===== src/rtl/cpu_pkg.sv =====
// Shared opcodes, ALU codes, FSM state and decoded-control bundle for the
// multicycle control unit.
package cpu_pkg;

  // Opcodes (top four bits of the instruction word)
  localparam logic [3:0] OP_ADD   = 4'h0;
  localparam logic [3:0] OP_SUB   = 4'h1;
  localparam logic [3:0] OP_ADDI  = 4'h2;
  localparam logic [3:0] OP_SUBI  = 4'h3;
  localparam logic [3:0] OP_MUL2  = 4'h4;
  localparam logic [3:0] OP_DIV2  = 4'h5;
  localparam logic [3:0] OP_CLR   = 4'h6;
  localparam logic [3:0] OP_RST   = 4'h7;
  localparam logic [3:0] OP_MOV   = 4'h8;
  localparam logic [3:0] OP_JMP   = 4'h9;
  localparam logic [3:0] OP_OUT   = 4'hA;
  localparam logic [3:0] OP_LOAD  = 4'hB;
  localparam logic [3:0] OP_STORE = 4'hC;
  localparam logic [3:0] OP_JZ    = 4'hD;
  localparam logic [3:0] OP_ILL   = 4'hE;
  localparam logic [3:0] OP_HALT  = 4'hF;

  // ALU operation codes
  localparam logic [3:0] ALU_ADD  = 4'b0000;
  localparam logic [3:0] ALU_SUB  = 4'b0001;
  localparam logic [3:0] ALU_MUL2 = 4'b0010;
  localparam logic [3:0] ALU_DIV2 = 4'b0011;
  localparam logic [3:0] ALU_MOV  = 4'b0100;
  localparam logic [3:0] ALU_IDLE = 4'b1111;

  typedef enum logic [2:0] {
    FETCH  = 3'd0,
    DECODE = 3'd1,
    EXEC   = 3'd2,
    MEM    = 3'd3,
    WB     = 3'd4,
    HALT   = 3'd5
  } state_t;

  // How an instruction finishes after EXEC
  typedef enum logic [2:0] {
    FLOW_SEQ       = 3'd0,  // done in EXEC, advance PC
    FLOW_JMP       = 3'd1,
    FLOW_JZ        = 3'd2,
    FLOW_MEM_OUT   = 3'd3,
    FLOW_MEM_LOAD  = 3'd4,
    FLOW_MEM_STORE = 3'd5,
    FLOW_HALT      = 3'd6,
    FLOW_ILLEGAL   = 3'd7
  } flow_t;

  typedef struct packed {
    logic [3:0] alu_op;
    logic       load;
    logic       mb_select;
    logic       clr;
    logic       clr_all;
    logic       reg_op;     // drives addr_a/addr_b from rd/rs in EXEC
    flow_t      flow;
  } ctrl_t;

  localparam ctrl_t CTRL_NOP = '{
    alu_op:    ALU_IDLE,
    load:      1'b0,
    mb_select: 1'b0,
    clr:       1'b0,
    clr_all:   1'b0,
    reg_op:    1'b0,
    flow:      FLOW_SEQ
  };

endpackage


===== src/rtl/instr_decoder.sv =====
// Combinational opcode-to-control-bundle lookup.
module instr_decoder
  import cpu_pkg::*;
(
  input  logic [3:0] opcode,
  output ctrl_t      ctrl
);

  // Map each opcode onto its EXEC-cycle controls and completion flow
  always_comb begin
    // NOTE: assigning a full default before the case keeps every path driven,
    // so no latch is inferred when a branch only touches a few fields.
    ctrl = CTRL_NOP;
    case (opcode)
      OP_ADD:   begin ctrl.alu_op = ALU_ADD;  ctrl.load = 1'b1; ctrl.mb_select = 1'b1; ctrl.reg_op = 1'b1; end
      OP_SUB:   begin ctrl.alu_op = ALU_SUB;  ctrl.load = 1'b1; ctrl.mb_select = 1'b1; ctrl.reg_op = 1'b1; end
      OP_ADDI:  begin ctrl.alu_op = ALU_ADD;  ctrl.load = 1'b1; ctrl.reg_op = 1'b1; end
      OP_SUBI:  begin ctrl.alu_op = ALU_SUB;  ctrl.load = 1'b1; ctrl.reg_op = 1'b1; end
      OP_MUL2:  begin ctrl.alu_op = ALU_MUL2; ctrl.load = 1'b1; ctrl.reg_op = 1'b1; end
      OP_DIV2:  begin ctrl.alu_op = ALU_DIV2; ctrl.load = 1'b1; ctrl.reg_op = 1'b1; end
      OP_CLR:   begin ctrl.clr = 1'b1;     ctrl.reg_op = 1'b1; end
      OP_RST:   begin ctrl.clr_all = 1'b1; ctrl.reg_op = 1'b1; end
      OP_MOV:   begin ctrl.alu_op = ALU_MOV;  ctrl.load = 1'b1; ctrl.mb_select = 1'b1; ctrl.reg_op = 1'b1; end
      OP_JMP:   ctrl.flow = FLOW_JMP;
      OP_OUT:   ctrl.flow = FLOW_MEM_OUT;
      OP_LOAD:  ctrl.flow = FLOW_MEM_LOAD;
      OP_STORE: ctrl.flow = FLOW_MEM_STORE;
      OP_JZ:    ctrl.flow = FLOW_JZ;
      OP_ILL:   ctrl.flow = FLOW_ILLEGAL;
      OP_HALT:  ctrl.flow = FLOW_HALT;
      default:  ctrl = CTRL_NOP;
    endcase
  end

endmodule


===== src/rtl/multicycle_control_unit.sv =====
// Multicycle FSM controller: fetch, decode, execute, optional memory access
// and write-back, plus a terminal halt state.
module multicycle_control_unit
  import cpu_pkg::*;
#(
  parameter int REG_AW = 3,
  parameter int PC_W   = 8
) (
  input  logic                    clk,
  input  logic                    rst,
  input  logic                    instr_valid,
  input  logic [4+2*REG_AW-1:0]   instruction,
  input  logic                    mem_ready,
  input  logic                    alu_zero,
  output logic                    instr_req,
  output logic [REG_AW-1:0]       addr_a,
  output logic [REG_AW-1:0]       addr_b,
  output logic                    clr,
  output logic                    clr_all,
  output logic                    load,
  output logic                    mb_select,
  output logic [3:0]              alu_opcode,
  output logic                    mem_read,
  output logic                    mem_write,
  output logic [2*REG_AW-1:0]     mem_addr,
  output logic                    mem_select,
  output logic                    load_pc,
  output logic [PC_W-1:0]         pc_value,
  output logic                    pc_inc,
  output logic                    halted,
  output logic                    illegal
);

  localparam int OPND_W  = 2 * REG_AW;
  localparam int INSTR_W = 4 + OPND_W;

  state_t               state, state_nxt;
  logic [INSTR_W-1:0]   instr_q;
  logic                 illegal_q;
  ctrl_t                ctrl;

  logic [3:0]           opcode;
  logic [REG_AW-1:0]    rd, rs;
  logic [OPND_W-1:0]    operand;
  logic [PC_W-1:0]      jump_target;

  assign opcode      = instr_q[INSTR_W-1 -: 4];
  assign rd          = instr_q[OPND_W-1:REG_AW];
  assign rs          = instr_q[REG_AW-1:0];
  assign operand     = instr_q[OPND_W-1:0];
  assign jump_target = PC_W'(operand);
  assign illegal     = illegal_q;

  instr_decoder u_decoder (
    .opcode (opcode),
    .ctrl   (ctrl)
  );

  // State register, latched instruction and sticky illegal-opcode flag
  always_ff @(posedge clk) begin
    // NOTE: sequential state uses non-blocking assignments so every register
    // samples pre-edge values regardless of statement order.
    if (rst) begin
      state     <= FETCH;
      instr_q   <= '0;
      illegal_q <= 1'b0;
    end else begin
      state <= state_nxt;
      if (state == FETCH && instr_valid)
        instr_q <= instruction;
      if (state == EXEC && ctrl.flow == FLOW_ILLEGAL)
        illegal_q <= 1'b1;
    end
  end

  // Next-state and output decode from state and latched instruction
  always_comb begin
    state_nxt  = state;
    instr_req  = 1'b0;
    addr_a     = '0;
    addr_b     = '0;
    clr        = 1'b0;
    clr_all    = 1'b0;
    load       = 1'b0;
    mb_select  = 1'b0;
    alu_opcode = ALU_IDLE;
    mem_read   = 1'b0;
    mem_write  = 1'b0;
    mem_addr   = '0;
    mem_select = 1'b0;
    load_pc    = 1'b0;
    pc_value   = '0;
    pc_inc     = 1'b0;
    halted     = 1'b0;

    case (state)
      FETCH: begin
        instr_req = 1'b1;
        if (instr_valid)
          state_nxt = DECODE;
      end

      DECODE: state_nxt = EXEC;

      EXEC: begin
        state_nxt  = FETCH;
        alu_opcode = ctrl.alu_op;
        load       = ctrl.load;
        mb_select  = ctrl.mb_select;
        clr        = ctrl.clr;
        clr_all    = ctrl.clr_all;
        if (ctrl.reg_op) begin
          addr_a = rd;
          addr_b = rs;
        end
        case (ctrl.flow)
          FLOW_SEQ, FLOW_ILLEGAL: pc_inc = 1'b1;
          FLOW_JMP: begin
            load_pc  = 1'b1;
            pc_value = jump_target;
          end
          // Conditional branch resolves on the zero flag seen during EXEC
          FLOW_JZ: begin
            if (alu_zero) begin
              load_pc  = 1'b1;
              pc_value = jump_target;
            end else begin
              pc_inc = 1'b1;
            end
          end
          FLOW_MEM_OUT, FLOW_MEM_LOAD, FLOW_MEM_STORE: state_nxt = MEM;
          FLOW_HALT: state_nxt = HALT;
          default: state_nxt = FETCH;
        endcase
      end

      // Strobe held until the memory acknowledges; no timeout by design
      MEM: begin
        mem_addr  = operand;
        mem_read  = (ctrl.flow == FLOW_MEM_OUT) || (ctrl.flow == FLOW_MEM_LOAD);
        mem_write = (ctrl.flow == FLOW_MEM_STORE);
        if (mem_ready) begin
          if (ctrl.flow == FLOW_MEM_LOAD) begin
            state_nxt = WB;
          end else begin
            state_nxt = FETCH;
            pc_inc    = 1'b1;
          end
        end
      end

      // Memory data on Bus D written into register 0
      WB: begin
        load       = 1'b1;
        mem_select = 1'b1;
        pc_inc     = 1'b1;
        state_nxt  = FETCH;
      end

      HALT: halted = 1'b1;

      default: state_nxt = FETCH;
    endcase
  end

endmodule


===== config.mk =====
export PLATFORM = sky130hd
export DESIGN_NAME = multicycle_control_unit
export DESIGN_NICKNAME = d
export VERILOG_FILES = /design/src/rtl/cpu_pkg.sv /design/src/rtl/instr_decoder.sv /design/src/rtl/multicycle_control_unit.sv
export SDC_FILE = /design/constraint.sdc
export NUM_CORES = 1
export LEC_CHECK = 0
export ABC_AREA = 1
export CAP_MARGIN = 20
export CORE_MARGIN = 8
export CORE_UTILIZATION = 35
export DETAILED_ROUTE_END_ITERATION = 6
export PLACE_DENSITY_LB_ADDON = 0.12
export SYNTH_ARGS = -nofsm -noshare
export SYNTH_HDL_FRONTEND = slang
export SYNTH_SLANG_ARGS = --single-unit

===== constraint.sdc =====
create_clock -name clk -period 1.7 [get_ports clk]
set_clock_uncertainty 0.15 [all_clocks]
set_input_delay 0.255 -clock clk [delete_from_list [all_inputs] [get_ports clk]]
set_output_delay 0.255 -clock clk [all_outputs]
set_load 0.01 [all_outputs]

; ---- After elaboration in Yosys (flattened, before gate mapping)
; Index checks and enable logic that the tools add are counted.
; W data, S select, Z words.
[op_classes]
n_eq_ne = 29
muxes = 37
bitwise = 1
n_reduce_logical = 13
[ops]
columns = cell, n
row1 = $eq A4 B4 Y1 const B, 8
row2 = $pmux W5 S5, 1
row3 = $mux W3, 7
row4 = $pmux W3 S7, 1
row5 = $eq A3 B3 Y1 const B, 6
row6 = $mux W6, 3
row7 = $mux W1, 17
row8 = $eq A4 B3 Y1 const B, 4
row9 = $pmux W3 S5, 1
row10 = $eq A3 B2 Y1 const B, 4
row11 = $pmux W6 S2, 1
row12 = $reduce_or A9 Y1, 1
row13 = $eq A4 B2 Y1 const B, 2
row14 = $eq A3 B1 Y1 const B, 2
row15 = $logic_not A3 Y1, 2
row16 = $pmux W1 S2, 3
row17 = $pmux W3 S2, 1
row18 = $reduce_or A2 Y1, 3
row19 = $reduce_or A3 Y1, 2
row20 = $eq A4 B1 Y1 const B, 1
row21 = $logic_not A4 Y1, 1
row22 = $mux W4, 1
row23 = $ne A2 B2 Y1 const B, 2
row24 = $pmux W1 S3, 1
row25 = 4 further kinds, 5
[word_totals]
regBits = 14
input_bits = 15
output_inout_bits = 36
word_cells = 83

; ---- Depth between registers and ports, before layout
[depth]
word_depth = 6
depth_mapped = 8
mapped_depth_nobuf = 8

; ---- Hierarchy
; Synthesis repeated with hierarchy kept, for this count alone.
[unflattened]
hier_cells = 170
hier_area_um2 = 1048.5
[by_module_without_submodules]
columns = module, n_inst, cells_each, area_each_um2, seq_area_each_um2
row1 = multicycle_control_unit, 1, 136, 897.1, 280.3
row2 = instr_decoder, 1, 34, 151.4, 0.0

; ---- Worst setup path before layout
; Ideal clock, no wire load.
[synth_path]
path_kind = register to output
startpoint = register state[0]
endpoint = output mb_select
t_arrival_ns = 1.222
required_ns = 1.295
path_slack_ns = 0.073
path_stages_with_launch = 4
n_path_buf = 0
path_cell_list = dfxtp_1 inv_1 nand3_2 a2111oi_0
[synth_between]
elab_chain_cells = 2
[synth_rtl]
columns = item, line
row1 = "start, declared", multicycle_control_unit.sv:37  ; state_t state, state_nxt;
row2 = "start signal, assigned", multicycle_control_unit.sv:68  ; state <= state_nxt;
row3 = $eq A3 B2 Y1, multicycle_control_unit.sv:96  ; case (state)
row4 = $mux W1, multicycle_control_unit.sv:96
row5 = "end, declared", multicycle_control_unit.sv:21  ; output logic mb_select,
; No other way between the ends.

; ---- Worst setup path after layout
[layout_path]
startpoint = register state[1]
endpoint = output load
[layout_between]
elab_chain_cells = 2
word_cells_on_any_way = 3
classes_between = 2 x eq/ne / 1 x mux
[layout_rtl]
columns = item, line
row1 = $eq A3 B3 Y1 / $eq A3 B2 Y1 (equally long branches), multicycle_control_unit.sv:96
row2 = $pmux W1 S2 *, multicycle_control_unit.sv:96
row3 = "end, declared", multicycle_control_unit.sv:20  ; output logic load,
; Every way passes the cells marked *; elsewhere a longest branch is shown, timed or not.

==> summary.md <==
| Metric | Value |
|---|---|
| Outcome | finished with violations |
| Failing checks | negative setup slack |
| Initial Util | 0.360 |
| Fraction of layout cells with a size suffix above 1 | 0.636 |
| Max-Cap Viols | 0 |
| DP Wirelength | 2.58 mm |
| Post-Synthesis Cells | 140 |
| Vias in the first global route | 1334 |
| Via density | 4.91 |
| Cts hold-fix bufs | 0 |
| CTS sink count | 14 |
| Final setup margin | -0.0862 ns |
| Clock root buffer | clkbuf_4 |
| WP data required | 1.29 ns |
| RSZ-0062 raised after global routing | yes |
| Setup crit start kind | register |
| Synth async-reset ratio | 0 |
| Crit path time final | 1.79 ns |
| Pre-Repair DR Iteration Count | 4 |
| Worst Setup End Kind | primary output |
| Nets | 245 |
| Filler cells | 179 |
| H-tree depth | 1 |
| TritonCTS clock tree | built |
| Total gr overflow | 0 |
| Pwr per Cell Area | 582 nW/um^2 |
| Total track usage | 0.160 |
| Max Fclk | 0.560 GHz |
| Ports | 51 |
| Initial antenna violation count | 0 |
| Worst-path fanout max | 3 |
| CTS Buf Count | 3 |
| CTS Buffer Depth | 2 |
| Clock slew at reported path FFs | 0.09 ns |
| Period utilisation layout | 1.05 |
| Vias | 1271 |
| Syn avg cell area | 6.91 um^2 |
| Hold WS | 0.310 ns |
| DRC violations left | 0 |
| Fin area | 2010 um^2 |
| Power, Total | 1.17 mW |
| Ant diodes | 0 |
| First-pass GRT wire length | 5.82 mm |
| Dominant synthesized flop cell | dfxtp_1 |
| Initial DRC count | 28 |
| Post-synth EDFFs | 0 |
| Non-filler cells in the finished layout | 259 |
| P&R area growth vs syn | 108% |
| Post-DRT Antenna Nets | 0 |
| Synth Cell Area | 967 um^2 |
| Routability congestion estimate | 0.901 |
| Placed instance area | 1700 um^2 |
| Hold crit path type | reg2reg |
| Synth cell types | 28 |
| Worst-Skew Late Latency | 0.28 ns |
| Max rail drop VDD | 0.000429 V |
| Port-buffer cells | 48 |
| Fin. Hold Viols | 0 |
| Wire per inst | 15.0 um |
| Register area share after synthesis | 0.290 |
| Max-slew violation count | 0 |
| Die Area | 4700 um^2 |
| Commonest non-fill, non-tap cell in the layout | buf_4 |
| Die Y | 68.6 um |
| Cell count after placement | 245 |
| Die width | 68.6 um |
| Total core area | 2690 um^2 |
| Largest net degree at the start of global routing | 21 |
| Final WL | 3.90 mm |
| Core Rows | 19 |
| LEAKAGE | 0.894 nW |
| Yosys warns | 0 |
| Register bit total from synthesis | 14 |
| Endpoints failing setup | 22 |
| Most frequent cells in the layout | buf_4 (29), buf_2 (24), buf_6 (19) |
| Kind of critical path | reg2out |
| WP data arrival | 1.38 ns |
[worst max-delay path, stage by stage (launching register included)]
cell	delay, ns
dfxtp_4	0.39
buf_6	0.11
nand3_4	0.09
buf_6	0.15
a21oi_4	0.13
inv_2	0.05
nand2_1	0.05
buf_2	0.13
[power breakdown]
part / total, mW / internal, mW / switching (mW)
clock: 0.190 / 0.0820 / 0.108
combinational: 0.576 / 0.268 / 0.308
sequential: 0.405 / 0.367 / 0.0378
total: 1.17 / 0.717 / 0.454
[cell families after synthesis]
kind of cell / share of synthesized area
DFF: 0.290
other: 0.00388
AOI/OAI and AO/OA: 0.230
buffers and inverters: 0.150
and+or+nand+nor: 0.326
[final cells by class]
cell class / count / area, um^2 / area share
clock buffers: 3 / 22.5 / 0.0112
repair buffers: 91 / 772 / 0.384
well taps: 31 / 38.8 / 0.0193
inverters: 23 / 93.8 / 0.0466
multi-input cells: 97 / 783 / 0.389
flip-flops and latches: 14 / 302 / 0.150
[per-layer routing]
metal,routed length (um),up-vias,track usage
li1,-,626,-
met1,1570,602,0.178
met2,1960,39,0.272
met3,331,4,0.0565
met4,30,0,0.0665
met5,0,-,0
[per-stage QoR]
step | worst slack [ns] | util | setup TNS, ns
global route | -0.186 | 0.749 | -3.12
global placement | -0.439 | 0.632 | -6.41
finish | -0.0862 | 0.749 | -1.20
CTS | -0.161 | 0.667 | -1.20
floorplan | 0.0728 | - | 0
detailed placement | -0.463 | 0.632 | -6.96
[timing repair]
action | in CTS | in global routing
gates cloned | 0 | 1
endpoints found under the hold margin | 0 | 0
gates resized for setup | 184 | 45
buffers inserted | 7 | 4
endpoints found under the setup margin | 33 | 31
pin swaps | 8 | 9
[path summary, 6_finish.rpt]
kind / start / end / slack, ns / cells past startpoint
hold / removal: illegal / illegal / 0.31 / 2
hold reg to reg: illegal / illegal / 0.31 / 2
setup / recovery: state[1] / load / -0.09 / 7
setup reg to reg: state[1] / instr_q[1] / 0.08 / 10
[Yosys cell counts (2+ instances only)]
cell,count,area (um^2)
nor2_1,31,116
nand2_1,20,75.1
inv_1,19,71.3
dfxtp_1,14,280
a211oi_2,10,125
nor3_1,7,35.0
inv_2,4,15.0
nand3_1,4,20.0
a21oi_1,3,15.0
buf_6,3,33.8
o21ai_0,3,15.0
a21oi_2,2,17.5
buf_4,2,15.0
nand2_2,2,12.5
nand3_2,2,20.0
nor2_2,2,12.5
[state kept, by name (all words and copies together) (netlist names)]
register and count:
illegal 1, state 3, instr_q 10
Power figures use the tool's default switching activity.
